--- src/rtl/phase_sequencer.sv ---
// Phase sequencer for a multi-phase puzzle game.
// Walks IDLE -> RUN through NUM_PHASES play phases. A stability budget is
// tracked during play, and the game ends in SUCCESS or FAIL.
// Optional feature: define PHASE_SEQUENCER_PAUSE_EN to enable the RUN <-> PAUSE toggle.
module phase_sequencer #(
   parameter int unsigned NUM_PHASES = 4,
   parameter int unsigned STAB_MAX   = 9,
   parameter int unsigned STAB_W     = 4,
   parameter int unsigned PH_W       = 4
) (
   input  logic              clk,
   input  logic              rst_n,
   input  logic              start_btn,
   input  logic              phase_clear,
   input  logic              time_out,
   input  logic              puzzle_fail,
   input  logic              event_fail,
   input  logic              puzzle_correct,
   input  logic              pause_req,
   output logic [2:0]        state,
   output logic [PH_W-1:0]   phase_idx,
   output logic [STAB_W-1:0] stability,
   output logic              game_enable,
   output logic              timer_reset,
   output logic              game_clear,
   output logic              game_over
);

   typedef enum logic [2:0] {
      StIdle    = 3'd0,
      StRun     = 3'd1,
      StSuccess = 3'd2,
      StFail    = 3'd3,
      StPause   = 3'd4
   } state_e;

   localparam int unsigned SumW = STAB_W + 2;
   localparam logic [PH_W-1:0]   LastPhase = PH_W'(NUM_PHASES - 1);
   localparam logic [STAB_W-1:0] StabMax   = STAB_W'(STAB_MAX);

   state_e            state_q, state_d;
   logic [PH_W-1:0]   phase_q, phase_d;
   logic [STAB_W-1:0] stab_q, stab_d;
   logic              tr_pulse_q, tr_pulse_d;

   logic start_hist_q, pfail_hist_q, efail_hist_q, pcorr_hist_q, pause_hist_q;
   logic start_edge, pfail_edge, efail_edge, pcorr_edge, pause_edge;

   logic [SumW-1:0]   stab_sum;
   logic [STAB_W-1:0] stab_next;

   assign start_edge = start_btn      & ~start_hist_q;
   assign pfail_edge = puzzle_fail    & ~pfail_hist_q;
   assign efail_edge = event_fail     & ~efail_hist_q;
   assign pcorr_edge = puzzle_correct & ~pcorr_hist_q;
   assign pause_edge = pause_req      & ~pause_hist_q;

`ifndef PHASE_SEQUENCER_PAUSE_EN
   // pause_req is accepted but has no effect in this build.
   logic unused_pause_edge;
   assign unused_pause_edge = pause_edge;
`endif

   // Stability arithmetic is widened by two bits so underflow shows up in the MSB.
   always_comb begin
      stab_sum  = {2'b00, stab_q}
                + {{(SumW-1){1'b0}}, pcorr_edge}
                - {{(SumW-1){1'b0}}, pfail_edge}
                - {{(SumW-1){1'b0}}, efail_edge};
      stab_next = stab_sum[STAB_W-1:0];
      if (stab_sum[SumW-1]) begin
         stab_next = '0;
      end else if (stab_sum > SumW'(STAB_MAX)) begin
         stab_next = StabMax;
      end
   end

   // Next-state, phase, stability and timer pulse decisions.
   always_comb begin
      state_d    = state_q;
      phase_d    = phase_q;
      stab_d     = stab_q;
      tr_pulse_d = 1'b0;
      case (state_q)
         StIdle: begin
            phase_d = '0;
            stab_d  = StabMax;
            if (start_edge) begin
               state_d    = StRun;
               tr_pulse_d = 1'b1;
            end
         end
         StRun: begin
            stab_d = stab_next;
            if (time_out) begin
               state_d = StFail;
            end else if (stab_q == '0) begin
               state_d = StFail;
`ifdef PHASE_SEQUENCER_PAUSE_EN
            end else if (pause_edge) begin
               state_d = StPause;
`endif
            end else if (phase_clear) begin
               if (phase_q == LastPhase) begin
                  state_d = StSuccess;
               end else begin
                  phase_d    = phase_q + 1'b1;
                  tr_pulse_d = 1'b1;
               end
            end
         end
         StSuccess, StFail: begin
            if (start_edge) begin
               state_d = StIdle;
               phase_d = '0;
               stab_d  = StabMax;
            end
         end
`ifdef PHASE_SEQUENCER_PAUSE_EN
         StPause: begin
            if (pause_edge) begin
               state_d = StRun;
            end
         end
`endif
         default: begin
            state_d = StIdle;
            phase_d = '0;
            stab_d  = StabMax;
         end
      endcase
   end

   // State, counters, timer pulse and edge-history registers.
   always_ff @(posedge clk or negedge rst_n) begin
      if (!rst_n) begin
         state_q      <= StIdle;
         phase_q      <= '0;
         stab_q       <= StabMax;
         tr_pulse_q   <= 1'b0;
         start_hist_q <= 1'b0;
         pfail_hist_q <= 1'b0;
         efail_hist_q <= 1'b0;
         pcorr_hist_q <= 1'b0;
         pause_hist_q <= 1'b0;
      end else begin
         state_q      <= state_d;
         phase_q      <= phase_d;
         stab_q       <= stab_d;
         tr_pulse_q   <= tr_pulse_d;
         start_hist_q <= start_btn;
         pfail_hist_q <= puzzle_fail;
         efail_hist_q <= event_fail;
         pcorr_hist_q <= puzzle_correct;
         pause_hist_q <= pause_req;
      end
   end

   assign state       = state_q;
   assign phase_idx   = phase_q;
   assign stability   = stab_q;
   assign game_enable = (state_q == StRun);
   assign game_clear  = (state_q == StSuccess);
   assign game_over   = (state_q == StFail);
   assign timer_reset = (state_q == StIdle) | tr_pulse_q;

endmodule

--- config.mk ---
export PLATFORM = sky130hd
export DESIGN_NAME = phase_sequencer
export DESIGN_NICKNAME = d
export VERILOG_FILES = /design/src/rtl/phase_sequencer.sv
export SDC_FILE = /design/constraint.sdc
export NUM_CORES = 1
export LEC_CHECK = 0
export ABC_CLOCK_PERIOD_IN_PS = 3800
export BUFFER_PORTS_ARGS = -buffer_cell sky130_fd_sc_hd__buf_4
export CAP_MARGIN = 30
export CORE_MARGIN = 1
export CORE_UTILIZATION = 30
export DETAILED_ROUTE_END_ITERATION = 10
export PLACE_DENSITY_LB_ADDON = 0.12
export SYNTH_ARGS = -nofsm -noshare
export SYNTH_HDL_FRONTEND = slang
export SYNTH_SLANG_ARGS = --single-unit
--- constraint.sdc ---
create_clock -name clk -period 3.8 [get_ports clk]
set_clock_uncertainty 0.15 [all_clocks]
set_input_delay 0.38 -clock clk [delete_from_list [all_inputs] [get_ports clk]]
set_output_delay 0.38 -clock clk [all_outputs]
set_load 0.05 [all_outputs]
# Word-level counts from Yosys, hierarchy flattened
# Index checks and enable logic that the tools add are counted.
# totals
reg_bits,16
elab_cells,62
# classes
add_sub_neg,4
order_cmp,1
eq_ne,12
n_mux,23
bitwise_logic,9
reduce_logical,5
# op_table
operator,n
two-way mux 4 bit,8
two-way mux 3 bit,6
case mux 4 bit (2 select lines),2
inequality test 2 bit (second input constant),6
case mux 3 bit (3 select lines),1
== test 3 x 2 -> 1 bit (second input constant),2
> comparator 6 x 4 -> 1 bit (second input constant),1
subtractor 5 x 1 -> 6 bit,1
subtractor 6 x 1 -> 6 bit,1
adder 4 x 1 -> 5 bit,1
two-way mux 1 bit,5
AND reduction 5 bit,1
adder 4 x 1 -> 4 bit (second input constant),1
AND 1 bit,4
== test 4 x 2 -> 1 bit (second input constant),1
logical NOT 4 bit,1
inequality test 4 x 2 -> 1 bit (second input constant),1
inequality test 4 x 3 -> 1 bit (second input constant),1
inverter 1 bit,4
AND reduction 4 bit,1
== test 3 x 1 -> 1 bit (second input constant),1
logical NOT 3 bit,1
case mux 1 bit (2 select lines),1
OR reduction 2 bit,1
OR 1 bit,1

# Logic depth before layout (Yosys ltp)
# Gate-level depths: netlist of run 1.
# logic_depth
ltp_word,9
ltp_mapped,10
mapped_depth_nobuf,10

# Worst setup path after synthesis of run 1
# No wires, ideal clock.
# synth_timing
kind,register to register
startpoint,"register stab_q[0], in the netlist stability[0]"
endpoint,"register stab_q[1], in the netlist stability[1]"
setup_time_ns,0.122
arrival_time_ns,2.890
required_ns,3.528
setup_slack_ns,0.638
path_stages_with_launch,10
n_path_buf,0
synth_period_minus_slack_ns,3.162
cell_sequence,dfstp_2 -> inv_1 -> fa_1 -> inv_1 -> ha_1 -> ha_1 -> fa_1 -> nor2_1 -> o311a_1 -> a32o_1
# synth_between
elab_chain_cells,7
# synth_rtl
item,line,text
from (decl),43,"logic [STAB_W-1:0] stab_q, stab_d;"
from (signal assigned),139,stab_q <= StabMax;
from (signal assigned),149,stab_q <= stab_d;
adder 4 x 1 -> 5 bit *,67,"+ {{(SumW-1){1'b0}}, pcorr_edge}"
subtractor 5 x 1 -> 6 bit *,68,"- {{(SumW-1){1'b0}}, pfail_edge}"
subtractor 6 x 1 -> 6 bit *,69,"- {{(SumW-1){1'b0}}, efail_edge};"
> comparator 6 x 4 -> 1 bit,73,end else if (stab_sum > SumW'(STAB_MAX)) begin
two-way mux 4 bit,73,
two-way mux 4 bit *,71,if (stab_sum[SumW-1]) begin
case mux 4 bit (2 select lines) *,84,case (state_q)
# Mark *: on every way between the ends. The rest lies on a longest branch, timed or not.
# A chain may end at the register's enable or synchronous reset.

# Final worst setup path of run 1
# Same ends and word-level chain as after synthesis.

==> reports/metrics.cfg, run 1 <==
[run]
maxCapViolCount = 0

[synth]
synthCells = 101
ys_types = 40
synth_top_family_by_area = simple AND/OR/NAND/NOR gates
synth_compound_area_share_pct = 18.8
ys_ff_latch = 15
synth.area.mux_share_pct = 0.976
synth_nets = 120
yosysWarnings = 0
async_flop_share_pct = 100
synth-adder-area-share_pct = 13.7
synth_top_area_cell = dfrtp_1
synth.avg_cell_area_um2 = 10.2
synth_area_leaders = dfrtp_1, ha_1, dfstp_2
ys.flop_type = dfrtp_1
synth_xor_area_share_pct = 0.854
synth-simple-area-share_pct = 23.2
synth_top_area_share_pct = 31.7
syn_area_um2 = 1030
ys_seq_area_share_pct = 36.8
synth-edff-count = 0

[clock_tree]
clockBufferDepth = 2
post_cts_buffers = 0
cts_hold_buffers = 1
cts-resized-gates = 0
clk_pin_slew_ns = 0.08
cts_tree = yes
htree_num_levels = 1
cts_sinks = 15
clk_latency_ns = 0.28
root_buffer = clkbuf_4
numCtsBuffers = 3

[worst_hold_path]
min_to = pfail_hist_q
holdPathStages = 1
hp-class = input port to flip-flop
min_from = puzzle_fail

[floorplan]
core.rowCount = 20
core-area_um2 = 3150
dieArea_um2 = 3660
pin_count = 24
die_h_um = 60.5
die_w_um = 60.5
start_util_pct = 32.5

[cells_and_area]
nFillCells = 332
final_common_cell = buf_4
design_area_um2 = 1260
area_growth_pct = 23.2
seq_area_um2 = 378
final_util_pct = 40.1
multi_input_area_um2 = 593
most-common-layout-cells = buf_4, dfrtp_1, inv_1
nets = 145
antennaDiodeCount = 0
drive_above_1_share_pct = 29.6
final_cell_count_no_fill = 169

[outcome]
status = complete, no violations

[setup_path]
start_kind = flip-flop
worstPathArrival_ns = 3.13
r2r_end = stability[1]
critPathRequiredTime_ns = 3.82
crit_path_max_fanout = 5
reg2regPathDepth = 9
path_cells = inv_1, fa_1, ha_1, inv_1, ha_1, fa_1, nor2b_1, o311a_1, a32o_1
path_class = flip-flop to flip-flop
slowest_stage = dfstp_2
r2r_start = stability[0]
critPathMaxStageDelay_ns = 0.56
endpoint_kind = flip-flop
r2r_slack_ns = 0.69

[global_routing]
grt_max_degree = 16
grt_pass1_vias = 764
grt.total_usage_pct = 13.1
antenna_found_initial = 0
overflow = 0
grt_first_pass_wirelength_um = 3520

[power]
netSwitchingFraction_pct = 52.1
peakVddDrop_mv = 0.248
power_density_nw_per_um2 = 734
seq_power_share_pct = 26.7
p_sw_mw = 0.483
pwr-share-clk_pct = 9.9
power_frac_comb_pct = 63.4
leakagePower_nw = 0.608
internal_power_mw = 0.445

[sta]
fin_setup_tns_ns = 0
min_period_over_period_pct = 81.7
drv_slew = 0
finalHoldViolCount = 0
clock.fmax_mhz = 322
rsz0062_at_grt = no
finalSetupViolCount = 0
final.setup.worst_slack_ns = 0.695
layout_min_cycle_time_ns = 3.11

[place]
post-place-ws_ns = 0.709
numPlacedInstances = 164
port_buffers = 21
placement.cell_area_um2 = 1230
hpwl_um = 1570
globalplace.congestion = 0.807

[drt]
routed.top_layer = met4
drt_wl_total_um = 2130
m1WireLength_um = 1050
vias = 833
wl_met2_um = 955
routedWlPerCell_um = 12.6
vias_per_cell = 4.93
ant_nets = 0
drt_iter0_markers = 19
drt_pre_antenna_iters = 4
met3WireLength_um = 105
route.detailed.drc = 0

area by class of cell:
class,count,area share (%)
sequential,15,29.9
timing repair buffer,22,13.3
tap,44,4.36
inverter,11,3.47
clock buffer,4,2.08
multi-input combinational,73,46.9
state kept, by name, indices dropped and copies added (netlist names):
name and flops:
phase_idx 4, stability 4, state 2, efail_hist_q 1, pcorr_hist_q 1, pfail_hist_q 1
start_hist_q 1, tr_pulse_q 1
worst max-delay path by stage:
stage	from	slack, ns	cells after the start	endpoint
detailed placement	stability[0]	0.71	9	stability[1]
global route	stability[0]	0.57	9	stability[1]
CTS	stability[0]	0.68	9	stability[1]
global placement	stability[0]	0.72	9	stability[1]
floorplan	stability[0]	0.64	9	stability[1]
finish	stability[0]	0.69	9	stability[1]
metal layers:
layer  GRT usage, %  up-vias
met5              0        -
met4           1.95        0
met3           4.48        2
met2           19.6       24
li1               -      409
met1           18.6      398
power by group through the flow:
stage	combinational, mW	sequential, mW	clock, mW
after floorplan	0.341	0.343	0
after global placement	0.589	0.251	0
after detailed placement	0.588	0.251	0
after CTS	0.592	0.249	0.0963
after global routing	0.641	0.255	0.108
final	0.588	0.248	0.0919
Yosys cell counts (2+ instances only):
master    count
fa_1          2
dfstp_2       2
nor3b_2       4
nand2_1       4
dfrtp_1      13
inv_1         9
nand3_1       3
a32o_1        3
nand2b_1      3
nor2_1        4
a211oi_2      2
a21oi_1       4
a31oi_1       3
a21o_1        2
nor2b_1       6
o21ai_1       2
a22oi_1       2
nor3_1        2
o21ai_0       3
ha_1          8
worst max-delay path, delay by kind of cell, from the launching register on:
| kind | cells | cell delay (ns) |
|---|---|---|
| adders and majority gates | 4 | 1.39 |
| AOI/OAI and AO/OA | 2 | 0.58 |
| DFF | 1 | 0.56 |
| and+or+nand+nor | 1 | 0.20 |
| buffers and inverters | 2 | 0.12 |
per-stage QoR:
| stage | hold slack (ns) | power (mW) |
|---|---|---|
| floorplan | -0.0656 | 0.685 |
| global placement | 0.0989 | 0.840 |
| detailed placement | 0.101 | 0.840 |
| CTS | 0.0457 | 0.938 |
| global route | 0.0295 | 1.00 |
| finish | 0.0568 | 0.928 |
logic make-up (layout without fill, tap and decap cells):
group,count (synthesis),count (layout)
adders and majority gates,10,10
buffers and inverters,13,37
other,1,1
DFF,15,15
xor gates and xnor gates,1,1
muxes,1,1
and+or+nand+nor,34,34
AOI/OAI and AO/OA,26,26
No activity file was read; power rests on OpenSTA's default activity.
==> run 2: changes to the inputs <==
--- a/config.mk
+++ b/config.mk
@@ -5,7 +5,7 @@
 export SDC_FILE = /design/constraint.sdc
 export NUM_CORES = 1
 export LEC_CHECK = 0
-export ABC_CLOCK_PERIOD_IN_PS = 3800
+export ABC_CLOCK_PERIOD_IN_PS = 2570
 export BUFFER_PORTS_ARGS = -buffer_cell sky130_fd_sc_hd__buf_4
 export CAP_MARGIN = 30
 export CORE_MARGIN = 1
==> constraint.sdc (replaced) <==
create_clock -name clk -period 2.57 [get_ports clk]
set_clock_uncertainty 0.15 [all_clocks]
set_input_delay 0.257 -clock clk [delete_from_list [all_inputs] [get_ports clk]]
set_output_delay 0.257 -clock clk [all_outputs]
set_load 0.05 [all_outputs]
==> run 2 against run 1 <==
  * The flow now finishes with violations (setup timing)
  * Register-to-register slack lost 0.96 ns
  * Sequential share of layout area shrank 3.1 points
  * Worst setup slack worse by 0.96 ns
  * Critical path depth unchanged
  * Wire length up 14%
  * Combinational power increased by 75%
  * Die area is the same
  * Non-clock buffer count up 11
  * Clock power grew 55%
  * Sequential cell count unchanged
  * Fmax increased by 9.4%
  * Utilization is 4.7 points higher
  * Critical endpoint is now stability[2]
  * Largest power group unchanged
==> reports/metrics.cfg, run 2 (synthesis results as in run 1) <==
[sta]
clock.fmax_mhz = 352  ; +9.4%
rsz0062_at_grt = yes
finalSetupViolCount = 4  ; +4
drv_slew = 0  ; unchanged
fin_setup_tns_ns = -0.732  ; -0.732 ns
final.setup.worst_slack_ns = -0.268  ; -0.963 ns
layout_min_cycle_time_ns = 2.84  ; -0.267 ns
min_period_over_period_pct = 110  ; +29 points
finalHoldViolCount = 0  ; unchanged

[cells_and_area]
most-common-layout-cells = buf_4, dfrtp_1, inv_1
drive_above_1_share_pct = 40.4  ; +11 points
nFillCells = 325  ; -2.1%
antennaDiodeCount = 0  ; unchanged
area_growth_pct = 37.6
final_common_cell = buf_4
design_area_um2 = 1410  ; +12%
nets = 156  ; +7.6%

[global_routing]
grt_max_degree = 16  ; unchanged
overflow = 0  ; unchanged
grt.total_usage_pct = 14.5  ; +1.5 points
grt_pass1_vias = 846  ; +11%
grt_first_pass_wirelength_um = 3860  ; +9.6%
antenna_found_initial = 0  ; unchanged

[drt]
drt_iter0_markers = 18  ; -1
drt_pre_antenna_iters = 4  ; unchanged
vias = 878  ; +5.4%
vias_per_cell = 4.88  ; -1.0%
route.detailed.drc = 0  ; unchanged
drt_wl_total_um = 2430  ; +14%
routedWlPerCell_um = 13.5  ; +7.5%
ant_nets = 0  ; unchanged

[floorplan]
die_w_um = 60.5  ; unchanged
dieArea_um2 = 3660  ; unchanged
core-area_um2 = 3150  ; unchanged
core.rowCount = 20  ; unchanged
start_util_pct = 32.5  ; unchanged
pin_count = 24  ; unchanged
die_h_um = 60.5  ; unchanged

[run]
maxCapViolCount = 0  ; unchanged

[place]
port_buffers = 21  ; unchanged
hpwl_um = 1800  ; +15%
post-place-ws_ns = -0.310  ; -1.02 ns
placement.cell_area_um2 = 1300  ; +5.7%
globalplace.congestion = 0.890  ; +10%

[clock_tree]
numCtsBuffers = 3  ; unchanged
htree_num_levels = 1  ; unchanged
clockBufferDepth = 2  ; unchanged
cts_sinks = 15  ; unchanged
cts_tree = yes
clk_latency_ns = 0.29  ; about the same
clk_pin_slew_ns = 0.10  ; +0.02 ns
root_buffer = clkbuf_4

[setup_path]
start_kind = flip-flop
path_class = flip-flop to flip-flop
critPathRequiredTime_ns = 2.61  ; -1.21 ns
endpoint_kind = flip-flop
crit_path_max_fanout = 2  ; -3
reg2regPathDepth = 9  ; unchanged
slowest_stage = dfstp_2
worstPathArrival_ns = 2.88  ; -0.25 ns
path_cells = inv_2, fa_2, inv_2, ha_4, ha_4, fa_2, nor2_2, o311a_1, a32o_1
critPathMaxStageDelay_ns = 0.55  ; about the same

[outcome]
violations = setup timing
status = complete, but fails checks

[worst_hold_path]
holdPathStages = 4  ; +3
hp-class = input port to flip-flop

[power]
leakagePower_nw = 0.665  ; +9.3%
finalPower_mw = 1.53  ; +65%
peakVddDrop_mv = 0.335  ; +35%
power_density_nw_per_um2 = 1080  ; +47%

-- run 2: power breakdown --
group	switching (mW)	total, mW	leakage, nW	internal (mW)
Sequential	0.0618	0.356	0.188	0.294
Clock	0.0841	0.142	0.0177	0.0578
Combinational	0.629	1.03	0.459	0.400
-- run 2: final cells by class --
type | count | area, µm² | area share, %
multi-input cells | 73 | 643 | 45.6
flip-flops and latches | 15 | 378 | 26.8
repair buffers | 33 | 264 | 18.7
well taps | 44 | 55.1 | 3.90
inverters | 11 | 43.8 | 3.10
clock inverters | 1 | 5.00 | 0.355
clock buffers | 3 | 22.5 | 1.60
-- run 2: worst max-delay path, delay by kind of cell, from the launching register on --
family                   cells  cell delay (ns)
AO/OA/AOI/OAI                2             0.53
adder cells (fa/ha/maj)      4             1.38
buffers and inverters        2             0.08
flip-flops                   1             0.55
AND/OR/NAND/NOR              1             0.04
-- run 2: timing repair --
item                                    CTS  global route
hold endpoints to repair                 19             0
resized for setup                         6             1
hold buffers                              5             0
endpoints found under the setup margin    4             4
setup buffers                             1             0
pin swaps                                 5             2
-- run 2: metrics by stage --
stage | cells | util [%] | hold slack [ns]
2_1_floorplan | 101 | - | -0.189
3_3_place_gp | 170 | 41.2 | -0.0181
3_5_place_dp | 170 | 41.2 | -0.0149
4_1_cts | 180 | 44.7 | 0.124
5_1_grt | 180 | 44.8 | 0.132
6_report | 180 | 44.8 | 0.129
-- run 2: layer usage --
metal  GRT usage (%)  share of wire (%)
met4            2.92               0.62
met2            23.2                 47
met3            3.84                4.2
met1            19.9                 48
met5               0                  0
-- run 2: final timing paths --
check,slack (ns),end,start
worst max register to register,-0.27,stability[2],stability[0]
worst min-delay path,0.13,tr_pulse_q,time_out
max in group asynchronous,1.80,stability[3],rst_n
worst max-delay path,-0.27,stability[2],stability[0]
min in group asynchronous,0.21,pcorr_hist_q,rst_n
worst min register to register,0.42,tr_pulse_q,state[1]
==> run 3: changes to the inputs <==
--- a/config.mk
+++ b/config.mk
@@ -5,12 +5,13 @@
 export SDC_FILE = /design/constraint.sdc
 export NUM_CORES = 1
 export LEC_CHECK = 0
+export ABC_AREA = 1
 export ABC_CLOCK_PERIOD_IN_PS = 2570
 export BUFFER_PORTS_ARGS = -buffer_cell sky130_fd_sc_hd__buf_4
-export CAP_MARGIN = 30
 export CORE_MARGIN = 1
 export CORE_UTILIZATION = 30
 export DETAILED_ROUTE_END_ITERATION = 10
+export GPL_ROUTABILITY_DRIVEN = 0
 export PLACE_DENSITY_LB_ADDON = 0.12
 export SYNTH_ARGS = -nofsm -noshare
 export SYNTH_HDL_FRONTEND = slang
==> run 3 against run 2 <==
  * The flow still finishes with violations (setup timing)
  * Utilization fell by 2.0 points
  * Non-clock buffer count down 4
  * Sequential share of layout area increased by 2.4 points
  * Cell count rose by 8.3%
  * Sequential power is 2% lower
  * Highest routed layer unchanged
==> reports/metrics.cfg, run 3 <==
[power]
power_density_nw_per_um2 = 1070  ; -1.2%
p_sw_mw = 0.738  ; -4.7%
internal_power_mw = 0.646  ; -14%
finalPower_mw = 1.38  ; -9.3%
seq_power_share_pct = 25.3  ; +2.0 points
leakagePower_nw = 0.689  ; +3.7%
netSwitchingFraction_pct = 53.3  ; +2.6 points
peakVddDrop_mv = 0.557  ; +66%
power_frac_comb_pct = 64.8  ; -2.6 points
pwr-share-clk_pct = 9.9  ; +0.6 points

[synth]
ys_ff_latch = 15  ; unchanged
syn_area_um2 = 956  ; -6.8%
async_flop_share_pct = 100  ; unchanged
synth_top_cells_by_count = nand2_1, inv_1, nor2_1, dfrtp_1, ha_1
yosysWarnings = 0  ; unchanged
synth_top_area_share_pct = 34.0  ; +2.3 points
ys_types = 25  ; -38%
ys.flop_type = dfrtp_1
synth_area_leaders = dfrtp_1, ha_1, nand2_1
synth_top_area_cell = dfrtp_1
synthCells = 119  ; +18%
synth_nets = 138  ; +15%
ys_seq_area_share_pct = 39.5  ; +2.7 points
synth-edff-count = 0  ; unchanged
synth.avg_cell_area_um2 = 8.03  ; -21%
synth_most_common_cell = nand2_1

[global_routing]
grt_max_degree = 16  ; unchanged
antenna_found_initial = 0  ; unchanged
grt.total_usage_pct = 12.3  ; -2.2 points
grt_first_pass_wirelength_um = 3170  ; -18%
grt_pass1_vias = 785  ; -7.2%
overflow = 0  ; unchanged

[run]
maxCapViolCount = 0  ; unchanged

[setup_path]
slowest_stage = dfstp_2
start_kind = flip-flop
path_class = flip-flop to flip-flop
critPathMaxStageDelay_ns = 0.55  ; about the same
path_cells = inv_2, fa_1, inv_2, ha_4, ha_4, fa_2, or2_1, a21oi_2, nand4_1, nand2_1, a21oi_1
critPathRequiredTime_ns = 2.65  ; +0.04 ns
crit_path_max_fanout = 3  ; +1
endpoint_kind = flip-flop
worstPathArrival_ns = 2.81  ; -0.07 ns

[floorplan]
die_h_um = 58.5  ; -3.4%
start_util_pct = 31.6  ; -0.97 points
core.rowCount = 20  ; unchanged
die_w_um = 58.5  ; -3.4%
dieArea_um2 = 3420  ; -6.6%
pin_count = 24  ; unchanged
core-area_um2 = 3030  ; -4.0%

[clock_tree]
numCtsBuffers = 3  ; unchanged
root_buffer = clkbuf_4
clk_latency_ns = 0.29  ; about the same
clockBufferDepth = 2  ; unchanged
cts_sinks = 15  ; unchanged
clk_pin_slew_ns = 0.10  ; about the same
cts_tree = yes
htree_num_levels = 1  ; unchanged

[sta]
finalSetupViolCount = 3  ; -1
rsz0062_at_grt = yes
min_period_over_period_pct = 106  ; -3.9 points
fin_setup_tns_ns = -0.451  ; +0.282 ns
drv_slew = 0  ; unchanged
finalHoldViolCount = 0  ; unchanged
clock.fmax_mhz = 365  ; +3.7%
final.setup.worst_slack_ns = -0.167  ; +0.101 ns
hold_ws_ns = 0.196  ; +0.0669 ns
layout_min_cycle_time_ns = 2.74  ; -0.101 ns

[drt]
vias_per_cell = 4.28  ; -12%
drt_pre_antenna_iters = 4  ; unchanged
routedWlPerCell_um = 9.86  ; -27%
route.detailed.drc = 0  ; unchanged
drt_iter0_markers = 17  ; -1
drt_wl_total_um = 1920  ; -21%
ant_nets = 0  ; unchanged
vias = 835  ; -4.9%

[cells_and_area]
drive_above_1_share_pct = 32.5  ; -8.0 points
seq_area_um2 = 378  ; unchanged
final_util_pct = 42.8  ; -2.0 points
multi_input_area_um2 = 514  ; -20%
final_common_cell = nand2_1
antennaDiodeCount = 0  ; unchanged
nFillCells = 329  ; +1.2%
nets = 171  ; +9.6%
area_growth_pct = 35.5
most-common-layout-cells = nand2_1, buf_4, inv_1

[outcome]
status = complete, but fails checks
violations = setup timing

[place]
hpwl_um = 1450  ; -20%
post-place-ws_ns = -0.147  ; +0.163 ns
port_buffers = 21  ; unchanged

[worst_hold_path]
hp-class = input port to asynchronous set/reset pin

[run 3: changes by cell type in the layout (fill, tap and decap cells not counted), moves of 4 or more]
| cell | change |
|---|---|
| nor2b_1 | -5 |
| nor3b_2 | -4 |
| nand2_1 | +22 |
| inv_2 | +4 |
| inv_1 | +10 |
| nor2_1 | +10 |
[run 3: cell families (layout without fill, tap and decap cells)]
family | count (synthesis) | count (layout) | share of synthesized area (%)
flops | 15 | 15 | 39.5
other cells | 1 | 1 | 0.392
compound gates | 15 | 15 | 9.82
fa+ha+maj | 10 | 10 | 14.7
buf+inv | 25 | 57 | 10.2
simple gates | 51 | 51 | 23.6
xor+xnor | 2 | 2 | 1.83
[run 3: worst max-delay path, delay by kind of cell (launching register included)]
kind	cells	cell delay [ns]
adder cells (fa/ha/maj)	4	1.25
buffers and inverters	2	0.08
flip-flops	1	0.55
AO/OA/AOI/OAI	2	0.23
AND/OR/NAND/NOR	3	0.42
[run 3: path summary, 6_finish.rpt]
path	endpoint	start	slack (ns)	depth (start not counted)
min in group clk	state[1]	phase_clear	0.22	5
setup / recovery	stability[0]	stability[0]	-0.17	11
max in group asynchronous	stability[3]	rst_n	1.83	2
hold / removal	pcorr_hist_q	rst_n	0.20	2
hold reg to reg	tr_pulse_q	state[1]	0.36	1
setup reg to reg	stability[0]	stability[0]	-0.17	11
[run 3: repair_timing]
action | CTS | global route
setup buffers | 2 | 0
pin swaps | 2 | 2
resized for setup | 0 | 4
hold buffers | 5 | 0
endpoints found under the setup margin | 3 | 4
hold endpoints to repair | 19 | 0
[run 3: power groups by stage]
stage	combinational, mW	sequential, mW	clock (mW)
floorplan	0.503	0.501	0
global placement	0.866	0.356	0
detailed placement	0.875	0.356	0
CTS	0.893	0.352	0.146
global route	0.986	0.360	0.157
finish	0.897	0.350	0.137
[run 3: cell type report]
| type | count | share of cell area [%] |
|---|---|---|
| timing repair buffer | 29 | 17.8 |
| tap | 44 | 4.25 |
| clock buffer | 3 | 1.74 |
| multi-input combinational | 79 | 39.7 |
| sequential | 15 | 29.2 |
| inverter | 24 | 6.96 |
| clock inverter | 1 | 0.386 |
[run 3: metal layers]
layer  vias up  GRT usage, %  wire length (µm)
met3         2          4.62                83
met4         0          2.04                 9
met5         -             0                 0
met1       385          15.5               923
met2        17          20.5               906
li1        431             -                 -
[run 3: through the flow]
step | area (µm²) | std cells
after CTS | 1280 | 195
after global placement | 1190 | 184
final | 1290 | 195
after detailed placement | 1190 | 184
after floorplan | 980 | 119
after global routing | 1290 | 195
